<file path="src/rtl/score_bcd_counter.sv">
// Score counter: counts food eaten as 3-digit BCD points, flags a win at
// WIN_SCORE and keeps the best score since reset for the display path.
module score_bcd_counter #(
    parameter logic [11:0] WIN_SCORE = 12'h100,
    parameter logic [3:0]  PTS_EASY  = 4'd1,
    parameter logic [3:0]  PTS_MID   = 4'd2,
    parameter logic [3:0]  PTS_HARD  = 4'd5
) (
    input  logic        clk,
    input  logic        rst,
    input  logic [1:0]  game_status,
    input  logic [1:0]  level,
    input  logic        eat_req,
    output logic [11:0] bcd_data,
    output logic [11:0] hi_score,
    output logic        win,
    output logic        eat_ack
);

    typedef enum logic [1:0] {
        IDLE = 2'b00,
        PLAY = 2'b01,
        OVER = 2'b10
    } state_t;

    localparam logic [1:0] GS_START  = 2'b00;
    localparam logic [1:0] GS_SELECT = 2'b01;
    localparam logic [1:0] GS_PLAY   = 2'b10;
    localparam logic [1:0] GS_OVER   = 2'b11;

    state_t      state, state_nxt;
    logic        eat_d;
    logic        eat_rise;
    logic [3:0]  pts, pts_nxt;
    logic [11:0] bcd_nxt, hi_nxt, sum;
    logic        win_nxt, ack_nxt;

    // Points per food for a difficulty setting.
    function automatic logic [3:0] pts_for(input logic [1:0] lvl);
        case (lvl)
            2'b00:   pts_for = PTS_EASY;
            2'b01:   pts_for = PTS_MID;
            default: pts_for = PTS_HARD;
        endcase
    endfunction

    // BCD add of a single-digit value; saturates at 999 instead of wrapping.
    function automatic logic [11:0] bcd_add(input logic [11:0] val, input logic [3:0] add);
        logic [4:0] s0, s1, s2;
        logic       c0, c1;
        s0 = {1'b0, val[3:0]} + {1'b0, add};
        c0 = 1'b0;
        if (s0 > 5'd9) begin
            s0 = s0 - 5'd10;
            c0 = 1'b1;
        end
        s1 = {1'b0, val[7:4]} + {4'd0, c0};
        c1 = 1'b0;
        if (s1 > 5'd9) begin
            s1 = 5'd0;
            c1 = 1'b1;
        end
        s2 = {1'b0, val[11:8]} + {4'd0, c1};
        if (s2 > 5'd9)
            bcd_add = 12'h999;
        else
            bcd_add = {s2[3:0], s1[3:0], s0[3:0]};
    endfunction

    assign eat_rise = eat_req & ~eat_d;
    assign sum      = bcd_add(bcd_data, pts);

    // Next-state and next-output decode; a status change always wins over a food in the same cycle.
    always_comb begin
        state_nxt = state;
        pts_nxt   = pts;
        bcd_nxt   = bcd_data;
        hi_nxt    = hi_score;
        win_nxt   = win;
        ack_nxt   = 1'b0;
        case (state)
            IDLE: begin
                if (game_status == GS_START) begin
                    bcd_nxt = 12'h000;
                    win_nxt = 1'b0;
                end else if (game_status == GS_PLAY) begin
                    state_nxt = PLAY;
                    pts_nxt   = pts_for(level);
                end
            end
            PLAY: begin
                case (game_status)
                    GS_PLAY: begin
                        if (eat_rise) begin
                            bcd_nxt = sum;
                            ack_nxt = 1'b1;
                            if (sum >= WIN_SCORE)
                                win_nxt = 1'b1;
                        end
                    end
                    GS_OVER: state_nxt = OVER;
                    GS_START: begin
                        state_nxt = IDLE;
                        bcd_nxt   = 12'h000;
                        win_nxt   = 1'b0;
                    end
                    GS_SELECT: state_nxt = IDLE;
                    default:   state_nxt = IDLE;
                endcase
            end
            OVER: begin
                // Score is frozen here, so refreshing every cycle equals refreshing on entry.
                if (bcd_data > hi_score)
                    hi_nxt = bcd_data;
                if (game_status == GS_START) begin
                    state_nxt = IDLE;
                    bcd_nxt   = 12'h000;
                    win_nxt   = 1'b0;
                end else if (game_status == GS_PLAY) begin
                    state_nxt = PLAY;
                    pts_nxt   = pts_for(level);
                end
            end
            default: state_nxt = IDLE;
        endcase
    end

    // State and output registers with synchronous reset.
    always_ff @(posedge clk) begin
        if (rst) begin
            state    <= IDLE;
            eat_d    <= 1'b0;
            pts      <= PTS_EASY;
            bcd_data <= 12'h000;
            hi_score <= 12'h000;
            win      <= 1'b0;
            eat_ack  <= 1'b0;
        end else begin
            state    <= state_nxt;
            eat_d    <= eat_req;
            pts      <= pts_nxt;
            bcd_data <= bcd_nxt;
            hi_score <= hi_nxt;
            win      <= win_nxt;
            eat_ack  <= ack_nxt;
        end
    end

endmodule

</file>
<file path="config.mk">
export PLATFORM = sky130hd
export DESIGN_NAME = score_bcd_counter
export DESIGN_NICKNAME = d
export VERILOG_FILES = /design/src/rtl/score_bcd_counter.sv
export SDC_FILE = /design/constraint.sdc
export NUM_CORES = 1
export LEC_CHECK = 0
export CORE_MARGIN = 4
export CORE_UTILIZATION = 30
export CTS_CLUSTER_DIAMETER = 50
export DETAILED_ROUTE_END_ITERATION = 12
export PLACE_DENSITY = 0.58
export SLEW_MARGIN = 10
export SYNTH_ARGS = -nofsm -noshare
export SYNTH_HDL_FRONTEND = slang
export SYNTH_SLANG_ARGS = --single-unit
</file>
<file path="constraint.sdc">
create_clock -name clk -period 6.04 [get_ports clk]
set_clock_uncertainty 0.05 [all_clocks]
set_input_delay 1.208 -clock clk [delete_from_list [all_inputs] [get_ports clk]]
set_output_delay 1.208 -clock clk [all_outputs]
set_load 0.005 [all_outputs]
</file>
==> flow_summary.json, run 1 <==
{
  "path_common_cell": "sky130_fd_sc_hd__ha_1",
  "worst_hold_class": "reg -> reg",
  "outcome": "finished, final reports clean",
  "worst_skew_pair.late_latency_ns": 0.27,
  "whs_path_depth": 2,
  "detailedPlacementHpwl_mm": 4.27,
  "ctsResizeCount": 0,
  "cts_post_setup_buffers_inserted": 0,
  "grt_max_degree": 29,
  "yosys_most_used_dff": "sky130_fd_sc_hd__dfxtp_1",
  "reg2reg_slack_ns": 1.28,
  "detail-route-antenna-nets": 0,
  "postRouteWirelength_mm": 5.97,
  "layout_common_cells": "32 x sky130_fd_sc_hd__dfxtp_1, 32 x sky130_fd_sc_hd__clkdlybuf4s50_1, 25 x sky130_fd_sc_hd__inv_1",
  "setup.worst_path.start_class": "flip-flop",
  "clk_path_buf_depth": 2,
  "unrepaired_setup_endpoints_after_global_routing": "no",
  "maxSlewHeadroom": 0.462,
  "globalRouteTotalUtil": 0.143,
  "grt_pass1_wl_mm": 10.1,
  "syn-mean-instance-area_sq_um": 8.53,
  "power_mw": 0.411,
  "synth_seq_area_share": 0.291,
  "setup_violations": 0,
  "number_of_instances_in_the_synthesized_netlist": 258,
  "cts-buffers-inserted": 5,
  "final_critical_path_required_period_ns": 4.76,
  "htree_num_levels": 2,
  "multi_input_area_sq_um": 1390,
  "drc_errors": 0,
  "floorplan.die_area_sq_um": 8770,
  "hold_path_end": "win",
  "worstSetupStartpoint": "bcd_data[0]",
  "floorplan.die.height_microns": 93.7,
  "critical_path.reg2reg.startpoint": "bcd_data[0]",
  "drt_pre_antenna_iters": 4,
  "num_rows": 30,
  "postSynthNetCount": 286,
  "synth.lib_cells_used.distinct": 58,
  "detailroute.via_count": 2098,
  "clk_transition_reported_paths_ns": 0.07,
  "finalNetCount": 314,
  "detail_route.wl_per_cell_microns": 15.6,
  "crit_path_end_kind": "flip-flop",
  "vias_in_the_first_global_route": 1942,
  "worstHoldStart": "win",
  "worst-setup-path-type": "reg -> reg",
  "coreArea_sq_um": 6940,
  "first_iter_violations": 124,
  "worst_path_largest_cell_delay_ns": 0.65,
  "clk_root_buffer_cell": "sky130_fd_sc_hd__clkbuf_8",
  "finalCritPeriodShare": 0.788,
  "clock-sinks": 32,
  "cp_slowest_cell": "sky130_fd_sc_hd__fa_1",
  "postSynthRegisterBits": 32,
  "finalHoldViolCount": 0,
  "area_added_between_synthesis_and_finish_pct": 22.1,
  "critical_path.top_delay_family": "adder cells",
  "drv.max_cap_violation_count": 0,
  "async_set_or_reset_register_ratio_after_synthesis": 0,
  "filler_cell_count": 694,
  "diodes": 0,
  "globalRouteOverflowTotal": 0,
  "critPathArrivalTime_ns": 4.92,
  "initial_antenna_violation_count": 0,
  "power.density_nw_per_um2": 153,
  "cts_hold_buffers": 0,
  "initial_utilization": 0.317,
  "critical_path.max_fanout": 8,
  "post_route_cells_drive_above_1_share": 0.0627,
  "path_buf_inv": 3,
  "regToRegEndpoint": "bcd_data[0]",
  "tritoncts": "built",
  "synth-edff-count": 0,
  "pin_count": 33,
  "setup-tns-final_ns": 0,
  "p_leak_nw": 0.900,
  "via_per_inst": 5.48,
  "final_max_slew_viol_count": 0,
  "netlist_area_sq_um": 2200,
  "max-vdd-ir-drop_mv": 0.0768,
  "port_buffers": 32,
  "reg2regPathDepth": 19,
  "yosysWarningCount": 0,
  "worstPathCellList": "ha_1 -> inv_1 -> fa_1 -> inv_1 -> o32ai_1 -> a21oi_2 -> ha_1 -> ha_1 -> nor2_1 -> nor2_1 -> o221ai_1 -> inv_1 -> ha_1 -> ha_1 -> nand2b_1 -> a31oi_1 -> nor3_1 -> o21ai_0 -> a21oi_1",
  "finalWeightedCongestion": 0.831,
  "max_clock_freq_mhz": 210,
  "die-width_microns": 93.7,
  "critical_path_required_ns": 6.20,
  "register_area_sq_um": 641,
  "timing_worst_slew_pin_value_ns": 0.806
}
routing by layer:
layer	global-route usage	wire, microns
met1	0.199	2900
met2	0.225	2700
met3	0.0313	354
met4	0.0325	24
met5	0	0
stage by stage:
| stage | utilization | instances | cell area, sq um | setup slack (ns) | hold slack, ns |
|---|---|---|---|---|---|
| after floorplan | - | 258 | 2200 | 1.81 | 0.407 |
| after global placement | 0.374 | 375 | 2600 | 1.51 | 0.431 |
| after detailed placement | 0.374 | 375 | 2600 | 1.31 | 0.432 |
| after CTS | 0.387 | 383 | 2690 | 1.29 | 0.441 |
| after global routing | 0.387 | 383 | 2690 | 0.758 | 0.485 |
| final | 0.387 | 383 | 2690 | 1.28 | 0.437 |
sequential cells by signal (all words and copies together) (netlist names):
| signal | flops |
|---|---|
| state | 2 |
| pts | 3 |
| bcd_data | 12 |
| win | 1 |
| hi_score | 12 |
| eat_ack | 1 |
| eat_d | 1 |
Yosys cell counts (all sizes together), types with 5 or more instances:
cell     instances  area, sq um
inv             26         97.6
o21ai           11         55.1
nand4           13         81.3
a31oi            5         31.3
dfxtp           32          641
nor2b            5         31.3
buf             11         58.8
o2111ai         12          105
ha              20          250
nor2             8         30.0
a21oi           16         83.8
o311ai          12          105
nand2           19         71.3
nand3            5         25.0
where the power goes:
group          internal, mW  switching, mW  total (mW)  leakage [nW]
registers             0.212        0.00185       0.214         0.258
logic               0.00916         0.0144      0.0236         0.596
clock network        0.0931         0.0799       0.173        0.0455
final cells by class:
cell class                 count  share of cell area
clock buffer                   8              0.0335
inverter                      26              0.0363
multi-input combinational    185               0.517
sequential                    32               0.238
tap                           96              0.0447
timing repair buffer          36               0.130
tightest hold or removal path, stage by stage, from the launching register on:
cell,delay [ns]
sky130_fd_sc_hd__dfxtp_1,0.31
sky130_fd_sc_hd__nand2_1,0.05
sky130_fd_sc_hd__o21ai_0,0.07
how the worst max path moves through the flow:
stage / to / cells past startpoint
6_report: bcd_data[0] / 19
5_1_grt: bcd_data[0] / 19
4_1_cts: bcd_data[0] / 19
3_5_place_dp: bcd_data[0] / 19
3_3_place_gp: bcd_data[0] / 19
2_1_floorplan: bcd_data[9] / 19
cell families after synthesis:
kind of cell	synth area share
AOI/OAI and AO/OA	0.284
and+or+nand+nor	0.204
buffers and inverters	0.0779
DFF	0.291
adders and majority gates	0.123
xor gates and xnor gates	0.0199
Note: power is estimated with default switching activity, not from simulation.
==> run 2: changes to the inputs <==
PLACE_DENSITY = 0.6   (was 0.58)
clock period = 4.19 ns   (was 6.04 ns; I/O delays follow)
==> run 2 against run 1 <==
Compared with the run above:
- die area unchanged
- cell area up 6.8%
- clock-buffer cell count down 2
- non-clock buffer count up 7
- via count up 1.3%
- clock power up 73%
- largest power group unchanged
- worst setup slack worse by 1.1 ns
- utilization up 2.6 points
- highest routed layer unchanged
- hold slack worse by 0.0024 ns
- flip-flop and latch count unchanged
==> flow_summary.json, run 2 (synthesized netlist as in run 1, its figures left out) <==
{
  "via_per_inst": 5.45,
  "power.density_nw_per_um2": 224,
  "detailroute.via_count": 2125,
  "register_area_sq_um": 643,
  "reg2regPathDepth": 19,
  "final_critical_path_required_period_ns": 3.98,
  "worst_path_largest_cell_delay_ns": 0.58,
  "coreArea_sq_um": 6940,
  "grt_max_degree": 29,
  "cp_slowest_cell": "sky130_fd_sc_hd__fa_2",
  "clock-sinks": 32,
  "post_route_cells_drive_above_1_share": 0.150,
  "critical_path_required_ns": 4.31,
  "final_max_slew_viol_count": 0,
  "setup_violations": 0,
  "layout_commonest_cell": "sky130_fd_sc_hd__clkdlybuf4s50_1",
  "path_buf_inv": 3,
  "initial_utilization": 0.317,
  "outcome": "finished, final reports clean",
  "detail_route.wl_per_cell_microns": 15.2,
  "globalRouteTotalUtil": 0.139,
  "critical_path.top_delay_family": "adder cells",
  "finalCritPeriodShare": 0.950,
  "critPathArrivalTime_ns": 4.10,
  "filler_cell_count": 682,
  "clk_root_buffer_cell": "sky130_fd_sc_hd__clkbuf_8",
  "setup.worst_path.start_class": "flip-flop",
  "num_rows": 30,
  "max_clock_freq_mhz": 251,
  "postRouteWirelength_mm": 5.93,
  "clk_path_buf_depth": 2,
  "worstPathCellList": "ha_2 -> inv_1 -> fa_2 -> a21boi_0 -> o311ai_1 -> a21oi_2 -> ha_2 -> ha_4 -> inv_1 -> a21oi_2 -> o221ai_2 -> inv_1 -> ha_2 -> ha_4 -> nand2b_4 -> a31oi_4 -> o31ai_2 -> o21a_1 -> a211oi_2",
  "power_mw": 0.644,
  "crit_path_end_kind": "flip-flop",
  "initial_antenna_violation_count": 0,
  "vias_in_the_first_global_route": 2007,
  "critical_path.max_fanout": 6,
  "largest_registers": "bcd_data: 12 flops, hi_score: 12 flops, pts: 3 flops",
  "worst_hold_class": "reg -> reg",
  "p_leak_nw": 0.952,
  "clk_transition_reported_paths_ns": 0.07,
  "htree_num_levels": 2,
  "timing_worst_slew_pin_value_ns": 0.674,
  "final_core_utilization": 0.413,
  "finalNetCount": 321,
  "finalHoldViolCount": 0,
  "worst_setup_slack_after_layout_ns": 0.209,
  "maxSlewHeadroom": 0.550,
  "globalRouteOverflowTotal": 0,
  "cp_num_cells": 19,
  "first_iter_violations": 117,
  "cts-buffers-inserted": 5,
  "cts_hold_buffers": 0,
  "grt_pass1_wl_mm": 9.84,
  "drc_errors": 0,
  "worst_skew_pair.late_latency_ns": 0.29,
  "worst-setup-path-type": "reg -> reg",
  "whs_path_depth": 2,
  "area_added_between_synthesis_and_finish_pct": 30.4,
  "detail-route-antenna-nets": 0,
  "layout_common_cells": "32 x sky130_fd_sc_hd__clkdlybuf4s50_1, 30 x sky130_fd_sc_hd__dfxtp_1, 25 x sky130_fd_sc_hd__inv_1",
  "multi_input_area_sq_um": 1500,
  "max-vdd-ir-drop_mv": 0.137,
  "drt_pre_antenna_iters": 4,
  "cts_post_setup_buffers_inserted": 0,
  "detailedPlacementHpwl_mm": 4.23,
  "floorplan.die_area_sq_um": 8770,
  "drv.max_cap_violation_count": 0,
  "finalWeightedCongestion": 0.813,
  "die-width_microns": 93.7,
  "setup-tns-final_ns": 0,
  "pin_count": 33,
  "diodes": 0,
  "floorplan.die.height_microns": 93.7,
  "dpl_worst_slack_ns": -0.174,
  "tritoncts": "built",
  "port_buffers": 32
}
run 2: worst paths after layout:
kind	start	endpoint	slack (ns)
hold / removal	win	win	0.43
hold reg to reg	win	win	0.43
setup / recovery	bcd_data[0]	bcd_data[6]	0.21
setup reg to reg	bcd_data[0]	bcd_data[6]	0.21
run 2: stage by stage:
stage,hold slack [ns],instance area [sq um],instances
after floorplan,0.407,2210,258
after global placement,0.422,2660,382
after detailed placement,0.428,2660,382
after CTS,0.442,2800,390
after global routing,0.460,2870,390
final,0.434,2870,390
run 2: power breakdown:
group	switching [mW]	internal, mW
registers	0.00255	0.306
clock network	0.124	0.177
logic	0.0208	0.0138
run 2: final cells by class:
cell class	count	share of cell area
flip-flops and latches	32	0.224
multi-input cells	185	0.522
inverters	26	0.0340
clock inverters	2	0.0122
repair buffers	43	0.140
clock buffers	6	0.0253
well taps	96	0.0419
run 2: worst reg2reg max path, delay by kind of cell (launching register included):
family	cells	cell delay, ns
fa+ha+maj	6	1.67
buf+inv	3	0.21
compound gates	9	1.48
flops	1	0.33
simple gates	1	0.13
run 2: metal layers:
metal | routed length [microns] | GRT usage | vias to the layer above
met5 | 0 | 0 | -
met4 | 65 | 0.0373 | 0
met3 | 245 | 0.0272 | 6
met2 | 2730 | 0.225 | 45
met1 | 2890 | 0.188 | 1015
li1 | - | - | 1059
run 2: timing repair:
item                                    in CTS  in global routing
endpoints found under the setup margin       9                 11
pin swaps                                    2                  6
resized for setup                            5                 16
==> run 3: changes to the inputs <==
CORE_ASPECT_RATIO = 1.2   (was unset)
CORE_UTILIZATION = 49   (was 30)
PLACE_DENSITY = 0.85   (was 0.6)
==> run 3 against run 2 <==
Compared with the run above:
- die area fell by 36%
- clock power fell by 2%
- total power fell by 0.63%
- non-clock buffer count rose by 3
- critical path depth did not move
- clock-buffer cell count did not move
- first-iteration DRC count rose by 32%
- via count rose by 4.6%
- critical path type unchanged
- largest cell class unchanged
- largest power group unchanged
- highest routed layer unchanged
==> flow_summary.json, run 3 (synthesized netlist as in run 1, its figures left out) <==
{
  "grt_max_degree": 29,
  "clk_root_buffer_cell": "sky130_fd_sc_hd__clkbuf_8",
  "floorplan.die_area_sq_um": 5630,
  "diodes": 0,
  "detailroute.via_count": 2222,
  "num_rows": 26,
  "floorplan.die.height_microns": 81.4,
  "stdcell_area_sq_um": 2830,
  "critical_path.max_fanout": 5,
  "final_critical_path_required_period_ns": 4.08,
  "drc_errors": 0,
  "clk_transition_reported_paths_ns": 0.07,
  "largest_registers": "bcd_data: 12 flops, hi_score: 12 flops, pts: 3 flops",
  "maxSlewHeadroom": 0.666,
  "drt_pre_antenna_iters": 5,
  "setup.worst_path.start_class": "flip-flop",
  "dpl_worst_slack_ns": -0.139,
  "final_max_slew_viol_count": 0,
  "max-vdd-ir-drop_mv": 0.154,
  "place_inst": 343,
  "finalHoldViolCount": 0,
  "cts-buffers-inserted": 5,
  "initial_utilization": 0.513,
  "max_clock_freq_mhz": 245,
  "critical_path_required_ns": 4.34,
  "layout_common_cells": "32 x sky130_fd_sc_hd__clkdlybuf4s50_1, 30 x sky130_fd_sc_hd__dfxtp_1, 25 x sky130_fd_sc_hd__inv_1",
  "postRouteWirelength_mm": 6.04,
  "finalWeightedCongestion": 0.844,
  "area_added_between_synthesis_and_finish_pct": 28.6,
  "crit_path_end_kind": "flip-flop",
  "finalCritPeriodShare": 0.974,
  "setup-tns-final_ns": 0,
  "htree_num_levels": 2,
  "outcome": "finished, final reports clean",
  "filler_cell_count": 355,
  "clk_path_buf_depth": 2,
  "die-width_microns": 69.2,
  "pin_count": 33,
  "register_area_sq_um": 643,
  "multi_input_area_sq_um": 1490,
  "via_per_inst": 6.29,
  "vias_in_the_first_global_route": 2190,
  "initial_antenna_violation_count": 0,
  "timing_worst_slew_pin_value_ns": 0.500,
  "first_iter_violations": 155,
  "critPathArrivalTime_ns": 4.23,
  "worst_skew_pair.late_latency_ns": 0.29,
  "post_route_cells_drive_above_1_share": 0.158,
  "finalNetCount": 324,
  "p_leak_nw": 0.961,
  "tritoncts": "built",
  "globalRouteTotalUtil": 0.218,
  "globalRouteOverflowTotal": 0,
  "worstSetupStartpoint": "pts[0]",
  "drv.max_cap_violation_count": 0,
  "critical_path.reg2reg.startpoint": "pts[0]",
  "clock-sinks": 32,
  "detail-route-antenna-nets": 0,
  "grt_pass1_wl_mm": 10.1,
  "layout_commonest_cell": "sky130_fd_sc_hd__clkdlybuf4s50_1",
  "worst_setup_slack_after_layout_ns": 0.109,
  "coreArea_sq_um": 4290,
  "cts_hold_buffers": 0,
  "cp_slowest_cell": "sky130_fd_sc_hd__fa_2",
  "port_buffers": 32,
  "detailedPlacementHpwl_mm": 4.30,
  "worstHoldStart": "win",
  "power.density_nw_per_um2": 226,
  "instances_no_fill": 353,
  "worstPathCellList": "ha_2 -> inv_1 -> fa_2 -> a21boi_0 -> o311ai_1 -> a21oi_2 -> ha_2 -> ha_4 -> inv_1 -> a21oi_2 -> o221ai_2 -> inv_1 -> ha_2 -> ha_4 -> nand2b_1 -> a31oi_4 -> o31ai_2 -> o21a_1 -> a211oi_2",
  "worst_path_largest_cell_delay_ns": 0.57,
  "setup_violations": 0,
  "detail_route.wl_per_cell_microns": 17.1,
  "worst-setup-path-type": "reg -> reg",
  "dpl-instance-area_sq_um": 2620,
  "worst_hold_class": "reg -> reg"
}
## run 3: cell count changes in the layout (fill, tap and decap cells not counted)
cell,before,now
sky130_fd_sc_hd__nand2b_4,1,0
sky130_fd_sc_hd__nand2b_1,3,4
sky130_fd_sc_hd__nor2_4,1,0
sky130_fd_sc_hd__buf_4,11,14
sky130_fd_sc_hd__and2_2,0,1
sky130_fd_sc_hd__nor2_1,7,6
sky130_fd_sc_hd__nor2_2,0,2
sky130_fd_sc_hd__and2_4,1,0
## run 3: path summary, 6_finish.rpt
kind         slack (ns)  depth (start not counted)     endpoint
max                0.11                         19  bcd_data[6]
min reg2reg        0.44                          2          win
max reg2reg        0.11                         19  bcd_data[6]
min                0.44                          2          win
## run 3: final cells by class
| class | count | share of cell area |
|---|---|---|
| Clock inverter | 2 | 0.0124 |
| Timing Repair Buffer | 46 | 0.150 |
| Tap cell | 56 | 0.0248 |
| Inverter | 26 | 0.0345 |
| Clock buffer | 6 | 0.0256 |
| Multi-Input combinational cell | 185 | 0.525 |
| Sequential cell | 32 | 0.227 |
## run 3: metal layers
| metal | GRT usage | share of wire | vias to the layer above |
|---|---|---|---|
| li1 | - | - | 1065 |
| met1 | 0.249 | 0.42 | 1059 |
| met2 | 0.402 | 0.50 | 78 |
| met3 | 0.0404 | 0.048 | 20 |
| met4 | 0.0859 | 0.033 | 0 |
| met5 | 0 | 0 | - |
## run 3: timing repair
item	CTS	global route
buffers inserted	1	1
endpoints found under the hold margin	0	0
setup endpoints to repair	9	12
gates resized for setup	5	13
pin swaps	4	4
## run 3: stage by stage
step	hold WS (ns)	util	total power [mW]
floorplan	0.407	-	0.337
global placement	0.422	0.610	0.349
detailed placement	0.431	0.610	0.350
CTS	0.444	0.646	0.641
global route	0.469	0.659	0.659
finish	0.435	0.659	0.640
## run 3: where the power goes
| part | leakage (nW) | total, mW | internal [mW] | switching [mW] |
|---|---|---|---|---|
| Clock | 0.0552 | 0.295 | 0.176 | 0.119 |
| Combinational | 0.647 | 0.0354 | 0.0142 | 0.0212 |
| Sequential | 0.258 | 0.309 | 0.306 | 0.00269 |
## run 3: worst max-delay path, delay by kind of cell (launching register included)
kind	cells	cell delay, ns
AOI/OAI and AO/OA	9	1.60
adders and majority gates	6	1.64
buffers and inverters	3	0.18
DFF	1	0.34
and+or+nand+nor	1	0.17
